### src/rtl/axis_video_master.sv
// AXI4-Stream video master: elastic FIFO with raster framing (TUSER/TLAST).
// Pixels are tagged with sof/eol/eof at accept time and replayed at send.
module axis_video_master #(
  parameter int DATA_W  = 32,
  parameter int DEPTH   = 4,
  parameter int LINE_W  = 640,
  parameter int FRAME_H = 480
) (
  input  logic                       ACLK,
  input  logic                       ARESETn,
  input  logic                       pix_valid,
  input  logic [DATA_W-1:0]          pix_data,
  input  logic                       pix_sof,
  output logic                       pix_ready,
  output logic [DATA_W-1:0]          TDATA,
  output logic                       TVALID,
  input  logic                       TREADY,
  output logic                       TLAST,
  output logic                       TUSER,
  output logic [$clog2(DEPTH+1)-1:0] level,
  output logic                       frame_done
);

  localparam int EW = DATA_W + 3;
  localparam int PW = $clog2(DEPTH);
  localparam int LW = $clog2(DEPTH + 1);
  localparam int XW = $clog2(LINE_W);
  localparam int YW = (FRAME_H > 1) ? $clog2(FRAME_H) : 1;
  localparam logic [XW-1:0] XMAX = XW'(LINE_W - 1);
  localparam logic [YW-1:0] YMAX = YW'(FRAME_H - 1);

  logic [EW-1:0] mem_q [DEPTH];
  logic [PW-1:0] wr_ptr_q, wr_ptr_d;
  logic [PW-1:0] rd_ptr_q, rd_ptr_d;
  logic [LW-1:0] level_q, level_d;
  logic [XW-1:0] x_q, x_d, pos_x;
  logic [YW-1:0] y_q, y_d, pos_y;
  logic          ready_q, ready_d;
  logic          done_q, done_d;
  logic          accept, send;
  logic          f_sof, f_eol, f_eof;
  logic [EW-1:0] entry, head;

  assign head   = mem_q[rd_ptr_q];
  assign TVALID = (level_q != '0);
  assign TDATA  = TVALID ? head[DATA_W-1:0] : '0;
  assign TLAST  = TVALID & head[DATA_W];
  assign TUSER  = TVALID & head[DATA_W+1];
  assign level      = level_q;
  assign pix_ready  = ready_q;
  assign frame_done = done_q;

  assign accept = pix_valid & ready_q;
  assign send   = TVALID & TREADY;

  // Resync overrides the running raster position.
  assign pos_x = pix_sof ? '0 : x_q;
  assign pos_y = pix_sof ? '0 : y_q;
  assign f_sof = (pos_x == '0) && (pos_y == '0);
  assign f_eol = (pos_x == XMAX);
  assign f_eof = f_eol && (pos_y == YMAX);
  assign entry = {f_eof, f_sof, f_eol, pix_data};

  always_comb begin
    wr_ptr_d = wr_ptr_q;
    rd_ptr_d = rd_ptr_q;
    x_d      = x_q;
    y_d      = y_q;
    level_d  = level_q + LW'(accept) - LW'(send);
    ready_d  = (level_d < LW'(DEPTH));
    done_d   = send & head[DATA_W+2];
    if (accept) begin
      wr_ptr_d = wr_ptr_q + PW'(1);
      if (f_eol) begin
        x_d = '0;
        y_d = (pos_y == YMAX) ? '0 : pos_y + YW'(1);
      end else begin
        x_d = pos_x + XW'(1);
        y_d = pos_y;
      end
    end
    if (send) begin
      rd_ptr_d = rd_ptr_q + PW'(1);
    end
  end

  always_ff @(posedge ACLK or negedge ARESETn) begin
    if (!ARESETn) begin
      wr_ptr_q <= '0;
      rd_ptr_q <= '0;
      level_q  <= '0;
      x_q      <= '0;
      y_q      <= '0;
      ready_q  <= 1'b0;
      done_q   <= 1'b0;
    end else begin
      wr_ptr_q <= wr_ptr_d;
      rd_ptr_q <= rd_ptr_d;
      level_q  <= level_d;
      x_q      <= x_d;
      y_q      <= y_d;
      ready_q  <= ready_d;
      done_q   <= done_d;
    end
  end

  always_ff @(posedge ACLK or negedge ARESETn) begin
    if (!ARESETn) begin
      for (int i = 0; i < DEPTH; i++) begin
        mem_q[i] <= '0;
      end
    end else if (accept) begin
      mem_q[wr_ptr_q] <= entry;
    end
  end

endmodule

### config.mk
export PLATFORM = sky130hd
export DESIGN_NAME = axis_video_master
export DESIGN_NICKNAME = d
export VERILOG_FILES = /design/src/rtl/axis_video_master.sv
export SDC_FILE = /design/constraint.sdc
export NUM_CORES = 1
export LEC_CHECK = 0
export CAP_MARGIN = 10
export CORE_AREA = 2 2 123 125
export CTS_CLUSTER_SIZE = 24
export DETAILED_ROUTE_END_ITERATION = 7
export DIE_AREA = 0 0 125 127
export HOLD_SLACK_MARGIN = 0.05
export PLACE_DENSITY_LB_ADDON = 0.15
export RECOVER_POWER = 25
export SLEW_MARGIN = 20
export SYNTH_ARGS = -nofsm -noshare
export SYNTH_HDL_FRONTEND = slang
export SYNTH_SLANG_ARGS = --single-unit
### constraint.sdc
create_clock -name ACLK -period 2.95 [get_ports ACLK]
set_input_delay 0.59 -clock ACLK [delete_from_list [all_inputs] [get_ports ACLK]]
set_output_delay 0.59 -clock ACLK [all_outputs]
set_load 0.05 [all_outputs]
Word-level counts from Yosys, hierarchy flattened
Cells that the tools add are included.

Register bits after elaboration: 168. Latch bits: 0. RAM bits: 0. Memory bits (read-only): 0. Memories: 0.

Add/sub/neg operators: 6. Multiply operators: 0. Div/mod/pow operators: 0. Magnitude comparators: 4. Eq/ne operators: 2. Shift-type cells: 0. Mux-type cells: 12. Bitwise gates (word level): 7. Reduce and logical (&&, ||, !) cells: 6.

Operators with widths (number): bitwise mux 140 bit (1); two-way mux 35 bit (3); binary-select mux 35 bit (select 2 bit) (1); demux 35 bit (select 2 bit) (1); two-way mux 32 bit (1); two-way mux 9 bit (3); two-way mux 10 bit (2); adder 10 x 1 -> 10 bit (second input constant) (1); == test 10 bit (second input constant) (1); zero test 10 bit (1); adder 9 x 1 -> 9 bit (second input constant) (1); == test 9 bit (second input constant) (1); zero test 9 bit (1); >= comparator 3 bit (second input constant) (2); NOT 2 -> 3 bit (2); bitwise AND 1 bit (5); adder 2 x 1 -> 2 bit (second input constant) (2); adder 3 x 1 -> 3 bit (1); logical AND 1 bit (3); < comparator 3 x 1 -> 1 bit (second input constant) (1); < comparator 3 bit (second input constant) (1); nonzero test 3 bit (1); subtractor 3 x 1 -> 3 bit (1).

Logic depth before layout (Yosys ltp)
Word-level depth: 6. Depth in mapped cells: 12. Mapped depth without buffers: 10.

Worst setup path before layout
OpenSTA, ideal clock, no wires.

Path kind: flip-flop to output port. From: register level_q[1], in the netlist level[1]. To: output TDATA[22]. Data arrival time: 2179 ps. Data required time: 2360 ps. Setup slack: 181 ps. Cell stages (with the launch flop): 5. Buffers on the path: 2. Path through: dfrtp_1 > or3_1 > clkbuf_1 > clkbuf_1 > and2_1.

Word-level cells in the longest chain between the ends: 2.

Ends and longest elaborated chain: start, declared (RTL line 35) `logic [LW-1:0] level_q, level_d;`; start signal, assigned (RTL line 99) `level_q <= level_d;`; nonzero test 3 bit (RTL line 45) `assign TVALID = (level_q != '0);`; net TVALID (RTL line 16) `output logic TVALID,`; two-way mux 32 bit (RTL line 46) `assign TDATA = TVALID ? head[DATA_W-1:0] : '0;`; end, declared (RTL line 15) `output logic [DATA_W-1:0] TDATA,`.

The timed path passes the listed nets, and every way through them passes these cells.

Worst setup path after layout
From: register rd_ptr_q[1]. To: output TDATA[21].

Word-level cells in the longest chain between the ends: 5.

Ends and longest elaborated chain: start, declared (RTL line 34) `logic [PW-1:0] rd_ptr_q, rd_ptr_d;`; start signal, assigned (RTL line 98) `rd_ptr_q <= rd_ptr_d;`; NOT 2 -> 3 bit (implied by the code) (RTL line 44) `assign head = mem_q[rd_ptr_q];`; binary-select mux 35 bit (select 2 bit) (RTL line 44); two-way mux 35 bit (implied by the code) (2 in series) (RTL line 44); two-way mux 32 bit (RTL line 46).

Every way passes these cells. The select of a mux whose other input is x is not followed.

==> results.txt <==
----------------------------------------------------
[Detailed routing]
  Post-detailed-route DRC marker count ... 0
  DR vias/cell ... 5.851
  Number of vias in the routed layout ... 5038
  Post-detailed-route wirelength per cell ... 19.48 um
  1st-pass router iterations ... 4
  Iteration-0 DRC count of the detailed router ... 380
  Final WL ... 16.77 mm
  Number of nets with antenna violations after detailed routing ... 0

[Worst setup path]
  Count of cells along the worst register-to-register path ... 10
  Crit end category ... output pin
  Critical-path cell list ... buf_4 -> mux4_2 -> and2_1 -> buf_4
  Data arrival time of the critical path ... 2.07 ns
  Launching point of the worst reg2reg path ... level[1]
  Critical setup path kind ... reg -> out
  Worst setup slack for register-to-register paths ... 0.43 ns
  Cell repeated most along the worst path ... sky130_fd_sc_hd__buf_4
  Worst Setup Start Kind ... register
  Max FO, Critical Path ... 15
  End of the worst register-to-register path ... level[2]
  Largest stage delay on the critical path ... 0.57 ns
  Buf+Inv Stages, Crit Path ... 2
  Kind of cell adding the most delay to the critical path ... flip-flops
  Worst-path cell with the longest stage delay ... sky130_fd_sc_hd__dfrtp_2
  WP data required ... 2.36 ns

[Floorplanning]
  Number of top-level pins ... 77
  Core Box Area ... 14420 um^2
  Starting density of the core ... 54.57%
  Die Span X ... 125 um
  Total die area ... 15880 um^2
  Row count ... 44
  Die H ... 127 um

[Layout]
  Filler instances ... 1048
  Share of final-layout standard cells stronger than drive strength 1 ... 38.70%
  Total number of nets in the final design ... 711
  Antenna diodes ... 0
  Area added between synthesis and finish ... 23.45%
  Non-filler cells, final ... 861

[Yosys]
  Cells after Synth ... 580
  Number of library cell types mapped by synthesis ... 46
  Syn avg cell area ... 13.57 um^2
  Synthesis warning total ... 0
  Proportion of register bits with asynchronous set or reset after synthesis ... 100.0%
  Ys flop type ... sky130_fd_sc_hd__dfrtp_1
  Flip-flop and latch count after synthesis ... 168
  Sequential-to-total area share from yosys stat ... 53.41%
  Syn Nets ... 627
  Top cell type by total area after synthesis ... sky130_fd_sc_hd__dfrtp_1
  Share of the synthesized area in the top cell type ... 53.41%
  Cells taking the most area after synthesis ... sky130_fd_sc_hd__dfrtp_1, sky130_fd_sc_hd__mux2_2, sky130_fd_sc_hd__mux4_2
  Cell area after synthesis ... 7871 um^2
  Number of synthesized flops with an enable pin ... 0

[GRT]
  Number of global-route vias before repair ... 5368
  Initial antenna violation count ... 0
  Global-route usage over all layers ... 22.56%
  Global-route wire length before repair ... 28.10 mm
  Largest net degree at the start of global routing ... 76
  Residual overflow from global routing ... 0

[Place]
  Port Buffers ... 76
  Cell Count Post-Placement ... 829
  DP HPWL ... 10.59 mm
  Global placer's final weighted congestion ... 0.8941

[Clock tree]
  Skew-Pair Late Insertion Delay ... 0.43 ns
  CTS Buffer Depth ... 2
  Post-CTS setup repair buffer count ... 0
  Quantity of gates resized following cts ... 0
  Number of clock sinks seen by CTS ... 168
  Worst-path clk slew ... 0.06 ns
  CTS root buf ... sky130_fd_sc_hd__clkbuf_16
  CTS hold repair buffers ... 0
  Clock tree from TritonCTS ... done
  CTS Buf Count ... 17
  Total number of H-tree levels ... 4

[Power and ir drop]
  Total power density per cell area ... 1336 nW/um^2
  Leakage power figure ... 4.172 nW
  IR Drop Worst-Case VDD ... 995.8 uV
  Post-layout power ... 12.98 mW

[Timing]
  Setup repair after global routing missed its margin ... false
  Layout Skew ... 0.01017 ns
  Sum of negative setup slack ... 0 ns
  Relative max-transition margin ... -26.48%
  Share of the clock period used by the worst path after layout ... 90.14%
  Shortest clock period the worst path allows after layout ... 2.659 ns
  Measured slew at the worst slew-check pin ... 1.897 ns
  Fin. max-slew vios ... 75
  Final setup violation count ... 0
  Achievable clock frequency ... 376.1 MHz
  Count of endpoints failing hold in the final timing report ... 0

[Job]
  Max-cap check violation count ... 1

[Worst hold path]
  Hold WC Path Type ... reg -> reg
  Start point of the worst min-delay path ... mem_q[139]
  Endpoint, Worst Hold ... mem_q[139]
  Hold Crit Depth ... 2

[Run status]
  Status ... finished with violations
  Failing checks ... max-capacitance violations, max-slew violations

----------------------------------------------------
kinds of logic after synthesis:
family / count (synthesis) / synth area share (%)
flip-flops: 168 / 53.41
multiplexers: 166 / 28.71
AND/OR/NAND/NOR: 134 / 9.267
AO/OA/AOI/OAI: 49 / 4.006
buffers and inverters: 48 / 2.368
adder cells (fa/ha/maj): 10 / 1.685
XOR/XNOR: 5 / 0.5565
flip-flops by register name, summed over array words and instances, names as in the netlist:
| name | cells |
|---|---|
| frame_done | 1 |
| y_q | 9 |
| pix_ready | 1 |
| wr_ptr_q | 2 |
| level | 3 |
| rd_ptr_q | 2 |
| mem_q | 140 |
| x_q | 10 |
report_power, final:
group	internal (mW)	switching [mW]
Clock	1.33	0.922
Combinational	3.35	3.48
Sequential	3.33	0.568
tightest hold or removal path: stages, from the launching register on:
cell and delay, ns:
sky130_fd_sc_hd__dfrtp_1 0.34, sky130_fd_sc_hd__nand2_1 0.04, sky130_fd_sc_hd__o21ai_0 0.06
per-stage QoR:
step                      worst slack, ns  hold slack (ns)  util [%]  cell area [um^2]
after CTS                          0.2610           0.2128     67.46              9731
after global routing               0.2097           0.5091     67.37              9717
after global placement             0.1496           0.4573     63.28              9128
final                              0.2909           0.4771     67.37              9717
after detailed placement          0.09018           0.4672     63.28              9128
after floorplan                    0.1812           0.2944         -              7871
worst max path at each step:
stage	cells past startpoint	start	endpoint	slack, ns
floorplan	4	level[1]	TDATA[22]	0.18
global placement	7	pix_sof	y_q[7]	0.15
detailed placement	8	pix_sof	y_q[3]	0.09
CTS	4	rd_ptr_q[0]	TDATA[0]	0.26
global route	4	rd_ptr_q[0]	TDATA[0]	0.21
finish	4	rd_ptr_q[1]	TDATA[21]	0.29
synthesized netlist by cell type, drive strengths merged, types with 3 or more instances:
cell and number:
a21oi 6, and2 39, buf 6, clkbuf 28
dfrtp 168, ha 9, inv 14, mux2 128
mux2i 3, mux4 35, nand2 33, nand3 13
nand4 4, nor2 11, nor2b 5, nor3 7
nor4 6, o21ai 24, o31ai 3, or3 5
xnor2 3
metal layers:
| layer | part of all wire, % | up-vias | global-route usage, % |
|---|---|---|---|
| met5 | 0 | - | 0 |
| met4 | 1.2 | 0 | 7.712 |
| met3 | 3.0 | 16 | 4.481 |
| met2 | 50 | 99 | 37.28 |
| met1 | 46 | 2632 | 30.40 |
| li1 | - | 2291 | - |
layout make-up:
type                       count  area, um^2  share of cell area (%)
inverter                      14       52.55                  0.5408
multi-input combinational    364        3491                   35.93
tap                          184       230.2                   2.369
timing repair buffer          99        1134                   11.67
sequential                   168        4207                   43.29
clock buffer                  17       425.4                   4.378
clock inverter                15       177.7                   1.828
cells in the final DEF (no fill, tap or decap), types with 3 or more instances in the layout:
master	synthesis	final
sky130_fd_sc_hd__a21oi_1	6	6
sky130_fd_sc_hd__and2_1	39	39
sky130_fd_sc_hd__buf_12	0	24
sky130_fd_sc_hd__buf_4	0	32
sky130_fd_sc_hd__bufinv_16	0	3
sky130_fd_sc_hd__clkbuf_16	0	17
sky130_fd_sc_hd__clkdlybuf4s50_1	0	40
sky130_fd_sc_hd__clkinv_2	0	3
sky130_fd_sc_hd__clkinv_4	0	3
sky130_fd_sc_hd__clkinvlp_4	0	5
sky130_fd_sc_hd__dfrtp_1	168	166
sky130_fd_sc_hd__ha_1	9	9
sky130_fd_sc_hd__inv_1	14	14
sky130_fd_sc_hd__mux2_2	128	128
sky130_fd_sc_hd__mux2i_1	3	3
sky130_fd_sc_hd__mux4_2	35	35
sky130_fd_sc_hd__nand2_1	33	29
sky130_fd_sc_hd__nand2_2	0	4
sky130_fd_sc_hd__nand3_1	13	13
sky130_fd_sc_hd__nand4_1	4	4
sky130_fd_sc_hd__nor2_1	11	11
sky130_fd_sc_hd__nor2b_1	5	5
sky130_fd_sc_hd__nor3_1	6	6
sky130_fd_sc_hd__nor4_1	6	6
sky130_fd_sc_hd__o21ai_0	24	24
sky130_fd_sc_hd__o31ai_1	3	3
sky130_fd_sc_hd__or3_1	5	5
sky130_fd_sc_hd__xnor2_1	3	3
Note: power is estimated with default switching activity, not from simulation.
